$ cat src/rtl/osd_pkg.sv
// Shared state encoding, command constants and small helpers for the OSD
// command arbiter and its SPI byte serializer.
package osd_pkg;

  typedef enum logic [2:0] {
    ST_IDLE  = 3'd0,
    ST_SETUP = 3'd1,
    ST_SHIFT = 3'd2,
    ST_LOAD  = 3'd3,
    ST_HOLD  = 3'd4,
    ST_GAP   = 3'd5
  } osd_state_e;

  localparam logic [7:0] OSD_CMD_WRITE  = 8'h20;
  localparam logic [7:0] OSD_CMD_ENABLE = 8'h40;
  localparam logic [8:0] OSD_MAX_LEN    = 9'd256;

  // SS3 is held low for every state that belongs to a live transaction.
  function automatic logic osd_ss_active(input osd_state_e st);
    return (st == ST_SETUP) || (st == ST_SHIFT) || (st == ST_LOAD) || (st == ST_HOLD);
  endfunction

  function automatic logic [1:0] osd_port_mask(input logic port);
    return port ? 2'b10 : 2'b01;
  endfunction

endpackage

$ cat src/rtl/osd_spi_shifter.sv
// MSB-first byte serializer: each bit is CLK_DIV cycles with SCK low followed
// by CLK_DIV cycles with SCK high; DI only moves at the start of a low phase.
module osd_spi_shifter #(
  parameter int CLK_DIV = 4
) (
  input  logic       clk_sys,
  input  logic       reset,
  input  logic       i_load,
  input  logic [7:0] i_byte,
  input  logic       i_go,
  output logic       o_sck,
  output logic       o_di,
  output logic       o_byte_done
);

  logic [7:0] r_cnt;
  logic [7:0] r_sreg;
  logic [2:0] r_bit;
  logic       r_phase;
  logic       r_active;
  logic       r_sck;
  logic       r_di;
  logic       w_last;

  assign w_last      = (r_cnt == 8'(CLK_DIV - 1));
  assign o_byte_done = r_active & r_phase & w_last & (r_bit == 3'd7);
  assign o_sck       = r_sck;
  assign o_di        = r_di;

  // Loading presents bit 7 on DI straight away so it is settled before SCK moves.
  always_ff @(posedge clk_sys) begin
    if (reset) begin
      r_cnt    <= 8'd0;
      r_sreg   <= 8'd0;
      r_bit    <= 3'd0;
      r_phase  <= 1'b0;
      r_active <= 1'b0;
      r_sck    <= 1'b0;
      r_di     <= 1'b0;
    end else begin
      if (i_load) begin
        r_sreg <= i_byte;
        r_di   <= i_byte[7];
      end
      if (i_go) begin
        r_active <= 1'b1;
        r_phase  <= 1'b0;
        r_cnt    <= 8'd0;
        r_bit    <= 3'd0;
        r_sck    <= 1'b0;
      end else if (r_active) begin
        if (w_last) begin
          r_cnt <= 8'd0;
          if (!r_phase) begin
            r_phase <= 1'b1;
            r_sck   <= 1'b1;
          end else begin
            r_phase <= 1'b0;
            r_sck   <= 1'b0;
            if (r_bit == 3'd7) begin
              r_active <= 1'b0;
            end else begin
              r_bit  <= r_bit + 3'd1;
              r_sreg <= {r_sreg[6:0], 1'b0};
              r_di   <= r_sreg[6];
            end
          end
        end else begin
          r_cnt <= r_cnt + 8'd1;
        end
      end
    end
  end

endmodule

$ cat src/rtl/osd_cmd_arbiter.sv
// Two-port arbiter that frames a command byte plus payload onto the OSD SPI link.
// Define OSD_ARB_RR_EN for round-robin tie breaking; otherwise port 0 wins ties.
module osd_cmd_arbiter
  import osd_pkg::*;
#(
  parameter int CLK_DIV = 4,
  parameter int GAP     = 8
) (
  input  logic       clk_sys,
  input  logic       reset,
  input  logic [1:0] req_i,
  input  logic [7:0] cmd0_i,
  input  logic [7:0] cmd1_i,
  input  logic [8:0] len0_i,
  input  logic [8:0] len1_i,
  output logic [1:0] rd_o,
  input  logic [7:0] data0_i,
  input  logic [7:0] data1_i,
  output logic [1:0] done_o,
  output logic       busy_o,
  output logic       SPI_SCK,
  output logic       SPI_SS3,
  output logic       SPI_DI
);

  osd_state_e r_state;
  osd_state_e w_nxt;
  logic [15:0] r_cnt;
  logic [8:0]  r_rem;
  logic        r_gnt;
  logic        r_ss3;
  logic        r_busy;
  logic [1:0]  r_rd;
  logic [1:0]  r_done;
  logic        w_pick;
  logic        w_grant;
  logic        w_load;
  logic        w_go;
  logic [7:0]  w_load_byte;
  logic        w_byte_done;

`ifdef OSD_ARB_RR_EN
  logic r_ptr;

  // On a tie the pointer names the port that did not win last time.
  always_comb begin
    if (req_i == 2'b11) begin
      w_pick = r_ptr;
    end else begin
      w_pick = req_i[1];
    end
  end
`else
  assign w_pick = ~req_i[0];
`endif

  osd_spi_shifter #(.CLK_DIV(CLK_DIV)) u_shifter (
    .clk_sys    (clk_sys),
    .reset      (reset),
    .i_load     (w_load),
    .i_byte     (w_load_byte),
    .i_go       (w_go),
    .o_sck      (SPI_SCK),
    .o_di       (SPI_DI),
    .o_byte_done(w_byte_done)
  );

  // Next-state and shifter control.
  always_comb begin
    w_nxt       = r_state;
    w_grant     = 1'b0;
    w_load      = 1'b0;
    w_go        = 1'b0;
    w_load_byte = 8'd0;
    case (r_state)
      ST_IDLE: begin
        if (req_i != 2'b00) begin
          w_nxt       = ST_SETUP;
          w_grant     = 1'b1;
          w_load      = 1'b1;
          w_load_byte = w_pick ? cmd1_i : cmd0_i;
        end else begin
          w_nxt = ST_IDLE;
        end
      end
      ST_SETUP: begin
        if (r_cnt == 16'(CLK_DIV - 1)) begin
          w_nxt = ST_SHIFT;
          w_go  = 1'b1;
        end else begin
          w_nxt = ST_SETUP;
        end
      end
      ST_SHIFT: begin
        if (w_byte_done) begin
          w_nxt = (r_rem != 9'd0) ? ST_LOAD : ST_HOLD;
        end else begin
          w_nxt = ST_SHIFT;
        end
      end
      ST_LOAD: begin
        // Second LOAD cycle: the byte fetched by rd_o is now on the data bus.
        if (r_cnt == 16'd1) begin
          w_nxt       = ST_SHIFT;
          w_load      = 1'b1;
          w_go        = 1'b1;
          w_load_byte = r_gnt ? data1_i : data0_i;
        end else begin
          w_nxt = ST_LOAD;
        end
      end
      ST_HOLD: begin
        if (r_cnt == 16'(CLK_DIV - 1)) begin
          w_nxt = ST_GAP;
        end else begin
          w_nxt = ST_HOLD;
        end
      end
      ST_GAP: begin
        if (r_cnt == 16'(GAP - 1)) begin
          w_nxt = ST_IDLE;
        end else begin
          w_nxt = ST_GAP;
        end
      end
      default: w_nxt = ST_IDLE;
    endcase
  end

  // State, counters and registered outputs.
  always_ff @(posedge clk_sys) begin
    if (reset) begin
      r_state <= ST_IDLE;
      r_cnt   <= 16'd0;
      r_rem   <= 9'd0;
      r_gnt   <= 1'b0;
      r_ss3   <= 1'b1;
      r_busy  <= 1'b0;
      r_rd    <= 2'b00;
      r_done  <= 2'b00;
`ifdef OSD_ARB_RR_EN
      r_ptr   <= 1'b0;
`endif
    end else begin
      r_state <= w_nxt;
      r_cnt   <= (w_nxt != r_state) ? 16'd0 : r_cnt + 16'd1;
      if (w_grant) begin
        r_gnt <= w_pick;
        r_rem <= w_pick ? len1_i : len0_i;
      end else if ((r_state == ST_SHIFT) && (w_nxt == ST_LOAD)) begin
        r_rem <= r_rem - 9'd1;
      end
      r_ss3  <= ~osd_ss_active(w_nxt);
      r_busy <= (w_nxt != ST_IDLE);
      r_rd   <= ((r_state == ST_SHIFT) && (w_nxt == ST_LOAD)) ? osd_port_mask(r_gnt) : 2'b00;
      r_done <= ((r_state == ST_HOLD) && (w_nxt == ST_GAP)) ? osd_port_mask(r_gnt) : 2'b00;
`ifdef OSD_ARB_RR_EN
      if (w_grant) begin
        r_ptr <= ~w_pick;
      end
`endif
    end
  end

  assign SPI_SS3 = r_ss3;
  assign busy_o  = r_busy;
  assign rd_o    = r_rd;
  assign done_o  = r_done;

endmodule

$ cat config.mk
export PLATFORM = sky130hd
export DESIGN_NAME = osd_cmd_arbiter
export DESIGN_NICKNAME = d
export VERILOG_FILES = /design/src/rtl/osd_pkg.sv /design/src/rtl/osd_spi_shifter.sv /design/src/rtl/osd_cmd_arbiter.sv
export SDC_FILE = /design/constraint.sdc
export NUM_CORES = 1
export LEC_CHECK = 0
export BUFFER_PORTS_ARGS = -buffer_cell sky130_fd_sc_hd__buf_2
export CORE_ASPECT_RATIO = 1.4
export CORE_MARGIN = 4
export CORE_UTILIZATION = 30
export CTS_CLUSTER_SIZE = 20
export DETAILED_ROUTE_END_ITERATION = 6
export GPL_ROUTABILITY_DRIVEN = 0
export PLACE_DENSITY = 0.59
export SYNTH_ARGS = -nofsm -noshare
export SYNTH_HDL_FRONTEND = slang
export SYNTH_SLANG_ARGS = --single-unit
$ cat constraint.sdc
create_clock -name clk_sys -period 2.8 [get_ports clk_sys]
set_input_delay 0.28 -clock clk_sys [delete_from_list [all_inputs] [get_ports clk_sys]]
set_output_delay 0.28 -clock clk_sys [all_outputs]
set_load 0.02 [all_outputs]
==> metrics.md, run 1 <==
| Metric | Value |
|---|---|
| Die W | `93.3 um` |
| Cell types occupying the most area after synthesis | `dfxtp_1 37%, nor2_1 6.4%, xor2_1 5.4%` |
| Clk_lat worst skew | `0.30 ns` |
| DRC violations left | `0` |
| Slowest stage cell, crit path | `or4_4` |
| Post-synthesis xor/xnor area fraction | `8.89%` |
| Commonest cells post-synth | `56 x dfxtp_1, 52 x nor2_1, 19 x xor2_1` |
| Syn Inst Count | `360` |
| CTS resizes | `0` |
| Crit-path cells | `or4_4 -> or3_4 -> or2_1 -> o31a_1 -> nor3b_1 -> a211o_1` |
| Worst EP arrival | `2.59 ns` |
| Min Hold Slack | `0.338 ns` |
| Initial antenna violation count | `0` |
| RSZ-0062 raised after global routing | `no` |
| Initial core utilization | `30.7%` |
| Ant diodes | `0` |
| Clk Tree Root Cell | `clkbuf_16` |
| Max_cap viols | `0` |
| Status | `finished clean` |
| Post-route ant nets | `0` |
| All-Layer GR Usage | `12.6%` |
| Fmax | `416 MHz` |
| Seq/Total Area, Yosys | `36.7%` |
| Via/cell ratio | `5.02` |
| Clk buf depth | `2` |
| Vias post-DR | `2762` |
| Critical Path Fanout Max | `5` |
| Synth Area in Adders | `2.87%` |
| Final Hold Vio Count | `0` |
| Worst Max-Slew Pin Slew | `0.764 ns` |
| H-tree levels | `2` |
| DP HPWL | `5630 um` |
| Setup crit start kind | `flip-flop` |
| CTS Sinks | `56` |
| Final WL | `7330 um` |
| Die height | `127 um` |
| Reg clk slew, reported paths | `0.07 ns` |
| Post-synth top flop | `dfxtp_1` |
| Core area | `0.00995 mm2` |
| Clock buffer count from CTS | `5` |
| Nets | `475` |
| Max VDD drop | `226 uV` |
| Hold crit path type | `in2reg` |
| Share of cells above drive strength 1 | `20.2%` |
| Period utilization | `85.8%` |
| IO Pins | `62` |
| Period minus WS final | `2.40 ns` |
| Syn Area/Cell | `8.48 um2` |
| Most area-hungry cell type in the Yosys netlist | `dfxtp_1` |
| Worst Skew | `0.0101 ns` |
| Fin util | `36.6%` |
| Area Growth Syn to Fin | `19.3%` |
| Rows | `43` |
| # fillers | `1041` |
| Port Buffers | `61` |
| CTS Hold Bufs | `0` |
| Post-CTS setup buffers | `0` |
| Fin. max-slew vios | `0` |
| First-pass GRT wire length | `12300 um` |
| Type of the worst setup path | `reg2reg` |
| Slew headroom | `49.0%` |
| Vias in the first global route | `2770` |
| Most frequent cell after synthesis | `dfxtp_1` |
| Simple-gate share of the synthesized area | `27.8%` |
| Register bit total from synthesis | `56` |
| Die area | `0.0119 mm2` |
| Largest net degree at the start of global routing | `31` |
| Net Count, Synth | `421` |
| Post-synthesis cell type count | `50` |
| Number of enable flip-flop cells after synthesis | `0` |
| Post-synth top area share | `36.7%` |
| Syn. warnings | `0` |
| LEAKAGE | `1.42 nW` |
| Compound-Gate Fraction of Synth Area | `14.8%` |
| Drt first pass iters | `4` |
| Largest family of logic cells by synthesized area | `simple AND/OR/NAND/NOR gates` |
| CTS tree | `done` |
| Setup_tns | `0 ns` |
| GRT overflow | `0` |
| Synth async-reset ratio | `0%` |
| Mapped Area | `0.00305 mm2` |
| Pwr Density | `469 mW/mm2` |
| Share of synthesized area spent on multiplexers | `5.24%` |
| Setup Viol. Count Final | `0` |
| DR iter-0 viols | `106` |
| CP endpoint kind | `flip-flop` |
| Worst Path Required | `2.99 ns` |
| CP max stage delay | `0.55 ns` |
| Wire per inst | `13.3 um` |
==> flip-flops by register name, summed over array words and instances, names as in the netlist <==
signal              flops
r_cnt                  16
u_shifter.r_phase       1
u_shifter.r_bit         3
r_gnt                   1
busy_o                  1
r_state                 3
SPI_SS3                 1
done_o                  2
u_shifter.r_cnt         8
u_shifter.r_active      1
u_shifter.o_di          1
r_rem                   9
u_shifter.r_sreg        7
rd_o                    2
==> layout by cell type, fill, tap and decap left out, drive strengths merged, types with 3 or more instances in the layout <==
master,instances
xor2,19
nor3,16
nor2b,10
xnor2,12
a22oi,5
a211oi,18
dfxtp,56
or4,4
nor3b,4
nand4,12
mux2i,16
o22ai,6
and4,3
clkbuf,6
inv,11
nand2,15
ha,7
and3,4
buf,66
nor4b,3
a21oi,10
nand3,18
o21ai,6
a21o,6
nor4,6
nor2,52
==> final timing paths <==
check                                          from             endpoint  slack, ns  cells after the start
worst max-delay path             u_shifter.r_cnt[2]              SPI_SS3       0.40                      6
worst min-delay path                       req_i[1]                r_gnt       0.34                      3
worst max register to register   u_shifter.r_cnt[2]              SPI_SS3       0.40                      6
worst min register to register  u_shifter.r_sreg[4]  u_shifter.r_sreg[5]       0.49                      2
==> cell type report <==
type                       instances  area, um2  share of cell area [%]
multi-input combinational        274       1820                    50.1
sequential                        56       1120                    30.8
timing repair buffer              66        343                    9.41
tap                              135        169                    4.64
clock buffer                       6        129                    3.54
inverter                          11       41.3                    1.13
clock inverter                     2       16.3                   0.447
==> metrics by stage <==
step,power (mW),std cells,worst slack (ns),instance area [um2]
finish,1.71,550,0.397,3640
global route,1.80,550,0.232,3640
CTS,1.74,550,0.393,3640
detailed placement,1.11,542,0.401,3500
global placement,1.11,542,0.437,3500
floorplan,1.03,360,0.424,3050
==> logic make-up (layout without fill, tap and decap cells) <==
group,count (synthesis),in the layout
and+or+nand+nor,157,157
AOI/OAI and AO/OA,63,63
DFF,56,56
xor gates and xnor gates,31,31
buffers and inverters,30,85
muxes,16,16
adders and majority gates,7,7
==> critical path: cells and delay by family, from the launching register on <==
family	cells	cell delay, ns
compound gates	2	0.59
flops	1	0.34
simple gates	4	1.37
==> where the power goes <==
group / switching [mW] / internal [mW] / total, mW
sequential: 0.0347 / 0.827 / 0.862
clock: 0.282 / 0.334 / 0.616
combinational: 0.125 / 0.106 / 0.231
==> metal layers <==
| layer | vias up | track usage [%] | routed length (um) |
|---|---|---|---|
| li1 | 1409 | - | - |
| met1 | 1285 | 14.0 | 3040 |
| met2 | 57 | 23.0 | 3770 |
| met3 | 11 | 2.41 | 309 |
| met4 | 0 | 5.44 | 210 |
| met5 | - | 0 | 0 |
(Power assumes the default switching activity.)
==> run 2: changes to the inputs <==
--- a/config.mk
+++ b/config.mk
@@ -5,14 +5,15 @@
 export SDC_FILE = /design/constraint.sdc
 export NUM_CORES = 1
 export LEC_CHECK = 0
-export BUFFER_PORTS_ARGS = -buffer_cell sky130_fd_sc_hd__buf_2
+export ABC_CLOCK_PERIOD_IN_PS = 2800
+export BUFFER_PORTS_ARGS = -buffer_cell sky130_fd_sc_hd__buf_4
 export CORE_ASPECT_RATIO = 1.4
 export CORE_MARGIN = 4
-export CORE_UTILIZATION = 30
+export CORE_UTILIZATION = 55
 export CTS_CLUSTER_SIZE = 20
 export DETAILED_ROUTE_END_ITERATION = 6
 export GPL_ROUTABILITY_DRIVEN = 0
-export PLACE_DENSITY = 0.59
+export PLACE_DENSITY = 0.9
 export SYNTH_ARGS = -nofsm -noshare
 export SYNTH_HDL_FRONTEND = slang
 export SYNTH_SLANG_ARGS = --single-unit
==> metrics.md, run 2 (synthesis results as in run 1) <==
| Metric | Value |
|---|---|
| Status | `finished clean` |
| H-tree levels | `2 (unchanged)` |
| Max_cap viols | `0 (unchanged)` |
| RSZ-0062 raised after global routing | `no` |
| Type of the worst setup path | `reg2reg` |
| Drt first pass iters | `4 (unchanged)` |
| Die W | `71.0 um (-24%)` |
| Setup crit start kind | `flip-flop` |
| Period minus WS final | `2.60 ns (+0.201 ns)` |
| Worst Skew | `0.00759 ns (-0.00249 ns)` |
| Die height | `96.2 um (-25%)` |
| Setup_tns | `0 ns (unchanged)` |
| Period utilization | `93.0% (+7.2 points)` |
| Most frequent cells in the layout | `66 x buf_4, 56 x dfxtp_1, 52 x nor2_1` |
| DP HPWL | `5610 um (-0.32%)` |
| Clock buffer count from CTS | `5 (unchanged)` |
| CTS Sinks | `56 (unchanged)` |
| Vias post-DR | `2844 (+3.0%)` |
| Port Buffers | `61 (unchanged)` |
| Hold crit path type | `in2reg` |
| Max reg flops | `16 (unchanged)` |
| Dpl cells | `473 (-13%)` |
| Core area | `0.00528 mm2 (-47%)` |
| Clk_lat worst skew | `0.31 ns (about the same)` |
| Slew headroom | `45.1% (-3.9 points)` |
| Final Hold Vio Count | `0 (unchanged)` |
| Critical Path Fanout Max | `12 (+7)` |
| Setup WS post-layout | `0.196 ns (-0.201 ns)` |
| Vias in the first global route | `2802 (+1.2%)` |
| Clock share of power | `31.8% (-4.2 points)` |
| Min Hold Slack | `0.306 ns (-0.0319 ns)` |
| Via/cell ratio | `5.91 (+18%)` |
| Nets | `475 (unchanged)` |
| First-pass GRT wire length | `12200 um (-1.1%)` |
| Worst Path Required | `2.97 ns (-0.02 ns)` |
| IO Pins | `62 (unchanged)` |
| Sw power | `415 uW (-6.1%)` |
| Initial core utilization | `57.9% (+27 points)` |
| Post-route ant nets | `0 (unchanged)` |
| Setup Viol. Count Final | `0 (unchanged)` |
| Largest net degree at the start of global routing | `31 (unchanged)` |
| DRC violations left | `0 (unchanged)` |
| Share of cells above drive strength 1 | `20.2% (unchanged)` |
| CTS tree | `done` |
| Worst slack at placement | `0.194 ns (-0.208 ns)` |
| Switching share of power | `25.4% (-0.50 points)` |
| Top reg by flops | `r_cnt` |
| Worst EP arrival | `2.77 ns (+0.18 ns)` |
| Fin util | `69.6% (+33 points)` |
| CTS Hold Bufs | `0 (unchanged)` |
| Routed wl met3 | `415 um (+34%)` |
| All-Layer GR Usage | `22.1% (+9.5 points)` |
| Wire per inst | `15.4 um (+16%)` |
| DR iter-0 viols | `176 (+66%)` |
| LEAKAGE | `1.46 nW (+2.6%)` |
| Dpl cell area | `0.00356 mm2 (+1.9%)` |
| Sequential Power Share | `52.7% (+2.3 points)` |
| Total power | `1.64 mW (-4.3%)` |
| Pint | `1.22 mW (-3.6%)` |
| Post-CTS setup buffers | `0 (unchanged)` |
| CP endpoint kind | `flip-flop` |
| Ant diodes | `0 (unchanged)` |
| Die area | `0.00683 mm2 (-43%)` |
| Area Growth Syn to Fin | `20.2%` |
| Clk Tree Root Cell | `clkbuf_8` |
| CTS resizes | `0 (unchanged)` |
| Commonest non-fill, non-tap cell in the layout | `buf_4` |
| Final cell count without fillers | `481 (-13%)` |
| Initial antenna violation count | `0 (unchanged)` |
| Top Layer Used | `met4` |
| Fmax | `384 MHz (-7.7%)` |
| Final WL | `7410 um (+1.1%)` |
| Rows | `31 (-28%)` |
| Logic gate share of total power | `15.6% (+2.1 points)` |
| Largest regs | `r_cnt x16, r_rem x9, u_shifter.r_cnt x8` |
| WL met2 | `3890 um (+3.2%)` |
| Finished Cell Area | `0.00367 mm2 (+0.79%)` |
| Fin. max-slew vios | `0 (unchanged)` |
| Clk buf depth | `2 (unchanged)` |
| Worst Max-Slew Pin Slew | `0.818 ns (+0.0540 ns)` |
| Reg clk slew, reported paths | `0.09 ns (+0.02 ns)` |
| Max VDD drop | `276 uV (+22%)` |
| GRT overflow | `0 (unchanged)` |
| Pwr Density | `446 mW/mm2 (-5.0%)` |
| Met1 WL | `2910 um (-4.3%)` |
## run 2: changes by cell type in the layout (fill, tap and decap cells not counted), moves of 5 or more
| cell | previous run | this run |
|---|---|---|
| buf_2 | 61 | 0 |
| buf_4 | 5 | 66 |
| clkbuf_16 | 5 | 0 |
| clkbuf_8 | 0 | 5 |
## run 2: critical path: stages (launching register included)
cell      delay (ns)
dfxtp_1         0.35
or4_4           0.55
or4_1           0.53
o311ai_0        0.35
nor3b_1         0.11
o21ai_1         0.45
nor2_1          0.12
## run 2: worst paths after layout
check,startpoint,endpoint,slack (ns),cells after the start
max,u_shifter.r_cnt[2],r_cnt[14],0.20,6
min,req_i[1],r_gnt,0.31,3
max reg2reg,u_shifter.r_cnt[2],r_cnt[14],0.20,6
min reg2reg,u_shifter.r_sreg[0],u_shifter.r_sreg[1],0.50,2
## run 2: power by group through the flow
stage / Combinational [mW] / Sequential, mW / Clock, mW
global placement: 0.246 / 0.877 / 0
floorplan: 0.156 / 0.871 / 0
detailed placement: 0.252 / 0.879 / 0
finish: 0.254 / 0.862 / 0.519
global route: 0.282 / 0.866 / 0.561
CTS: 0.254 / 0.861 / 0.523
## run 2: cell type report
| cell class | instances | area (um2) |
|---|---|---|
| Fill cell | 417 | 1600 |
| Clock inverter | 2 | 35.0 |
| Tap cell | 66 | 82.6 |
| Inverter | 11 | 41.3 |
| Sequential cell | 56 | 1120 |
| Timing Repair Buffer | 66 | 495 |
| Clock buffer | 6 | 72.6 |
| Multi-Input combinational cell | 274 | 1820 |
## run 2: layer usage
metal / track usage [%] / up-vias
met5: 0 / -
met4: 9.87 / 0
met3: 5.43 / 17
met2: 41.2 / 79
met1: 23.2 / 1340
li1: - / 1408
==> run 3: changes to the inputs <==
--- a/config.mk
+++ b/config.mk
@@ -10,10 +10,12 @@
 export CORE_ASPECT_RATIO = 1.4
 export CORE_MARGIN = 4
 export CORE_UTILIZATION = 55
+export CTS_BUF_LIST = sky130_fd_sc_hd__clkbuf_16
 export CTS_CLUSTER_SIZE = 20
 export DETAILED_ROUTE_END_ITERATION = 6
 export GPL_ROUTABILITY_DRIVEN = 0
 export PLACE_DENSITY = 0.9
+export SKIP_LAST_GASP = 1
 export SYNTH_ARGS = -nofsm -noshare
 export SYNTH_HDL_FRONTEND = slang
 export SYNTH_SLANG_ARGS = --single-unit
==> metrics.md, run 3 (synthesis results as in run 1) <==
| Metric | Value |
|---|---|
| Worst Max-Slew Pin Slew | `0.692 ns (-0.126 ns)` |
| Share of cells above drive strength 1 | `20.5% (+0.24 points)` |
| CTS Sinks | `56 (unchanged)` |
| Post-CTS setup buffers | `0 (unchanged)` |
| Largest regs | `r_cnt x16, r_rem x9, u_shifter.r_cnt x8` |
| Pwr Density | `484 mW/mm2 (+8.5%)` |
| CP endpoint kind | `flip-flop` |
| Slew headroom | `53.8% (+8.7 points)` |
| Worst reg-to-reg setup slack | `0.40 ns (+0.20 ns)` |
| Fin. max-slew vios | `0 (unchanged)` |
| Setup Viol. Count Final | `0 (unchanged)` |
| R2R Path End | `SPI_SS3` |
| Dpl cell area | `0.00356 mm2 (unchanged)` |
| DR iter-0 viols | `177 (+0.57%)` |
| Crit path depth | `6 (unchanged)` |
| Rows | `31 (unchanged)` |
| Initial core utilization | `57.9% (unchanged)` |
| Post-route ant nets | `0 (unchanged)` |
| Wire per inst | `15.7 um (+2.0%)` |
| CTS resizes | `0 (unchanged)` |
| Final WL | `7560 um (+2.0%)` |
| Multi-input gate area | `0.00183 mm2 (+0.21%)` |
| DP HPWL | `5610 um (unchanged)` |
| Largest net degree at the start of global routing | `31 (unchanged)` |
| Die area | `0.00683 mm2 (unchanged)` |
| Worst r2r src | `u_shifter.r_cnt[2]` |
| Worst Path Required | `2.98 ns (about the same)` |
| Top reg by flops | `r_cnt` |
| Slowest stage cell, crit path | `or4_4` |
| CP Launch Point | `u_shifter.r_cnt[2]` |
| Clk Tree Root Cell | `clkbuf_16` |
| Setup crit start kind | `flip-flop` |
| Clk buf depth | `2 (unchanged)` |
| Register area | `0.00112 mm2 (unchanged)` |
| Port Buffers | `61 (unchanged)` |
| R2r worst-path depth | `6 (unchanged)` |
| Area Growth Syn to Fin | `22.2%` |
| Ant diodes | `0 (unchanged)` |
| Critical Path Fanout Max | `5 (-7)` |
| Max_cap viols | `0 (unchanged)` |
| Worst EP arrival | `2.59 ns (-0.18 ns)` |
| Commonest non-fill, non-tap cell in the layout | `buf_4` |
| Most frequent cells in the layout | `66 x buf_4, 56 x dfxtp_1, 52 x nor2_1` |
| Max VDD drop | `289 uV (+5.0%)` |
| Vias post-DR | `2839 (-0.18%)` |
| Fmax | `416 MHz (+8.3%)` |
| Hold crit path type | `in2reg` |
| Period minus WS final | `2.40 ns (-0.200 ns)` |
| Max reg flops | `16 (unchanged)` |
| Hold Crit Depth | `3 (unchanged)` |
| Min Hold Slack | `0.337 ns (+0.0306 ns)` |
| Setup_tns | `0 ns (unchanged)` |
| # fillers | `409 (-1.9%)` |
| Via/cell ratio | `5.90 (-0.18%)` |
| Die W | `71.0 um (unchanged)` |
| Bufs and invs on worst path | `0 (unchanged)` |
| Initial antenna violation count | `0 (unchanged)` |
| Reg clk slew, reported paths | `0.07 ns (-0.02 ns)` |
| Finished Cell Area | `0.00373 mm2 (+1.6%)` |
| First-pass GRT wire length | `12500 um (+2.4%)` |
| Crit-path cells | `or4_4 -> or3_4 -> or2_1 -> o31a_1 -> nor3b_1 -> a211o_1` |
| GRT overflow | `0 (unchanged)` |
| Vias in the first global route | `2826 (+0.86%)` |
| CP max stage delay | `0.55 ns (about the same)` |
| DRC violations left | `0 (unchanged)` |
| LEAKAGE | `1.49 nW (+2.1%)` |
| All-Layer GR Usage | `22.7% (+0.62 points)` |
| IO Pins | `62 (unchanged)` |
| Drt first pass iters | `5 (+1)` |
| CTS tree | `done` |
| Status | `finished clean` |
| Period utilization | `85.9% (-7.1 points)` |
| Final Hold Vio Count | `0 (unchanged)` |
| Nets | `475 (unchanged)` |
| Clock buffer count from CTS | `5 (unchanged)` |
| H-tree levels | `2 (unchanged)` |
| Die height | `96.2 um (unchanged)` |
| Clk_lat worst skew | `0.29 ns (-0.02 ns)` |
| CTS Hold Bufs | `0 (unchanged)` |
| Type of the worst setup path | `reg2reg` |
| CP delay by family, top | `simple AND/OR/NAND/NOR gates` |
| Worst Skew | `0.00525 ns (-0.00233 ns)` |
| RSZ-0062 raised after global routing | `no` |
| Core area | `0.00528 mm2 (unchanged)` |
| Worst Setup EP | `SPI_SS3` |
[run 3: final cells by class]
| class | count | area share [%] |
|---|---|---|
| clock buffer | 5 | 3.35 |
| clock inverter | 3 | 1.04 |
| inverter | 11 | 1.11 |
| multi-input combinational | 274 | 49.0 |
| sequential | 56 | 30.0 |
| tap | 66 | 2.21 |
| timing repair buffer | 66 | 13.3 |
[run 3: worst min-delay path: stages]
cell	delay [ns]
buf_4	0.12
a21oi_1	0.12
a211oi_1	0.06
[run 3: per-layer routing]
layer / wire [um] / global-route usage, % / vias up
li1: - / - / 1412
met1: 2870 / 23.7 / 1325
met2: 4090 / 42.8 / 86
met3: 411 / 5.64 / 16
met4: 185 / 9.72 / 0
met5: 0 / 0 / -
[run 3: how the worst min path moves through the flow]
stage,startpoint,endpoint,slack [ns]
2_1_floorplan,r_cnt[0],r_cnt[0],0.46
3_3_place_gp,u_shifter.r_sreg[3],u_shifter.r_sreg[4],0.48
3_5_place_dp,u_shifter.r_sreg[2],u_shifter.r_sreg[3],0.49
4_1_cts,req_i[1],r_gnt,0.33
5_1_grt,req_i[1],r_gnt,0.33
6_report,req_i[1],r_gnt,0.34
[run 3: per-stage QoR]
step	total power, mW	std cells	worst slack [ns]	util (%)
floorplan	1.03	360	0.424	-
global placement	1.12	473	0.269	67.6
detailed placement	1.13	473	0.194	67.6
CTS	1.81	481	0.175	70.7
global route	1.88	481	0.228	70.7
finish	1.80	481	0.396	70.7
[run 3: power by group]
group / total [mW] / switching [mW] / leakage (nW) / internal, mW
sequential: 0.862 / 0.0349 / 0.456 / 0.827
combinational: 0.256 / 0.128 / 0.947 / 0.128
clock: 0.687 / 0.269 / 0.0850 / 0.417
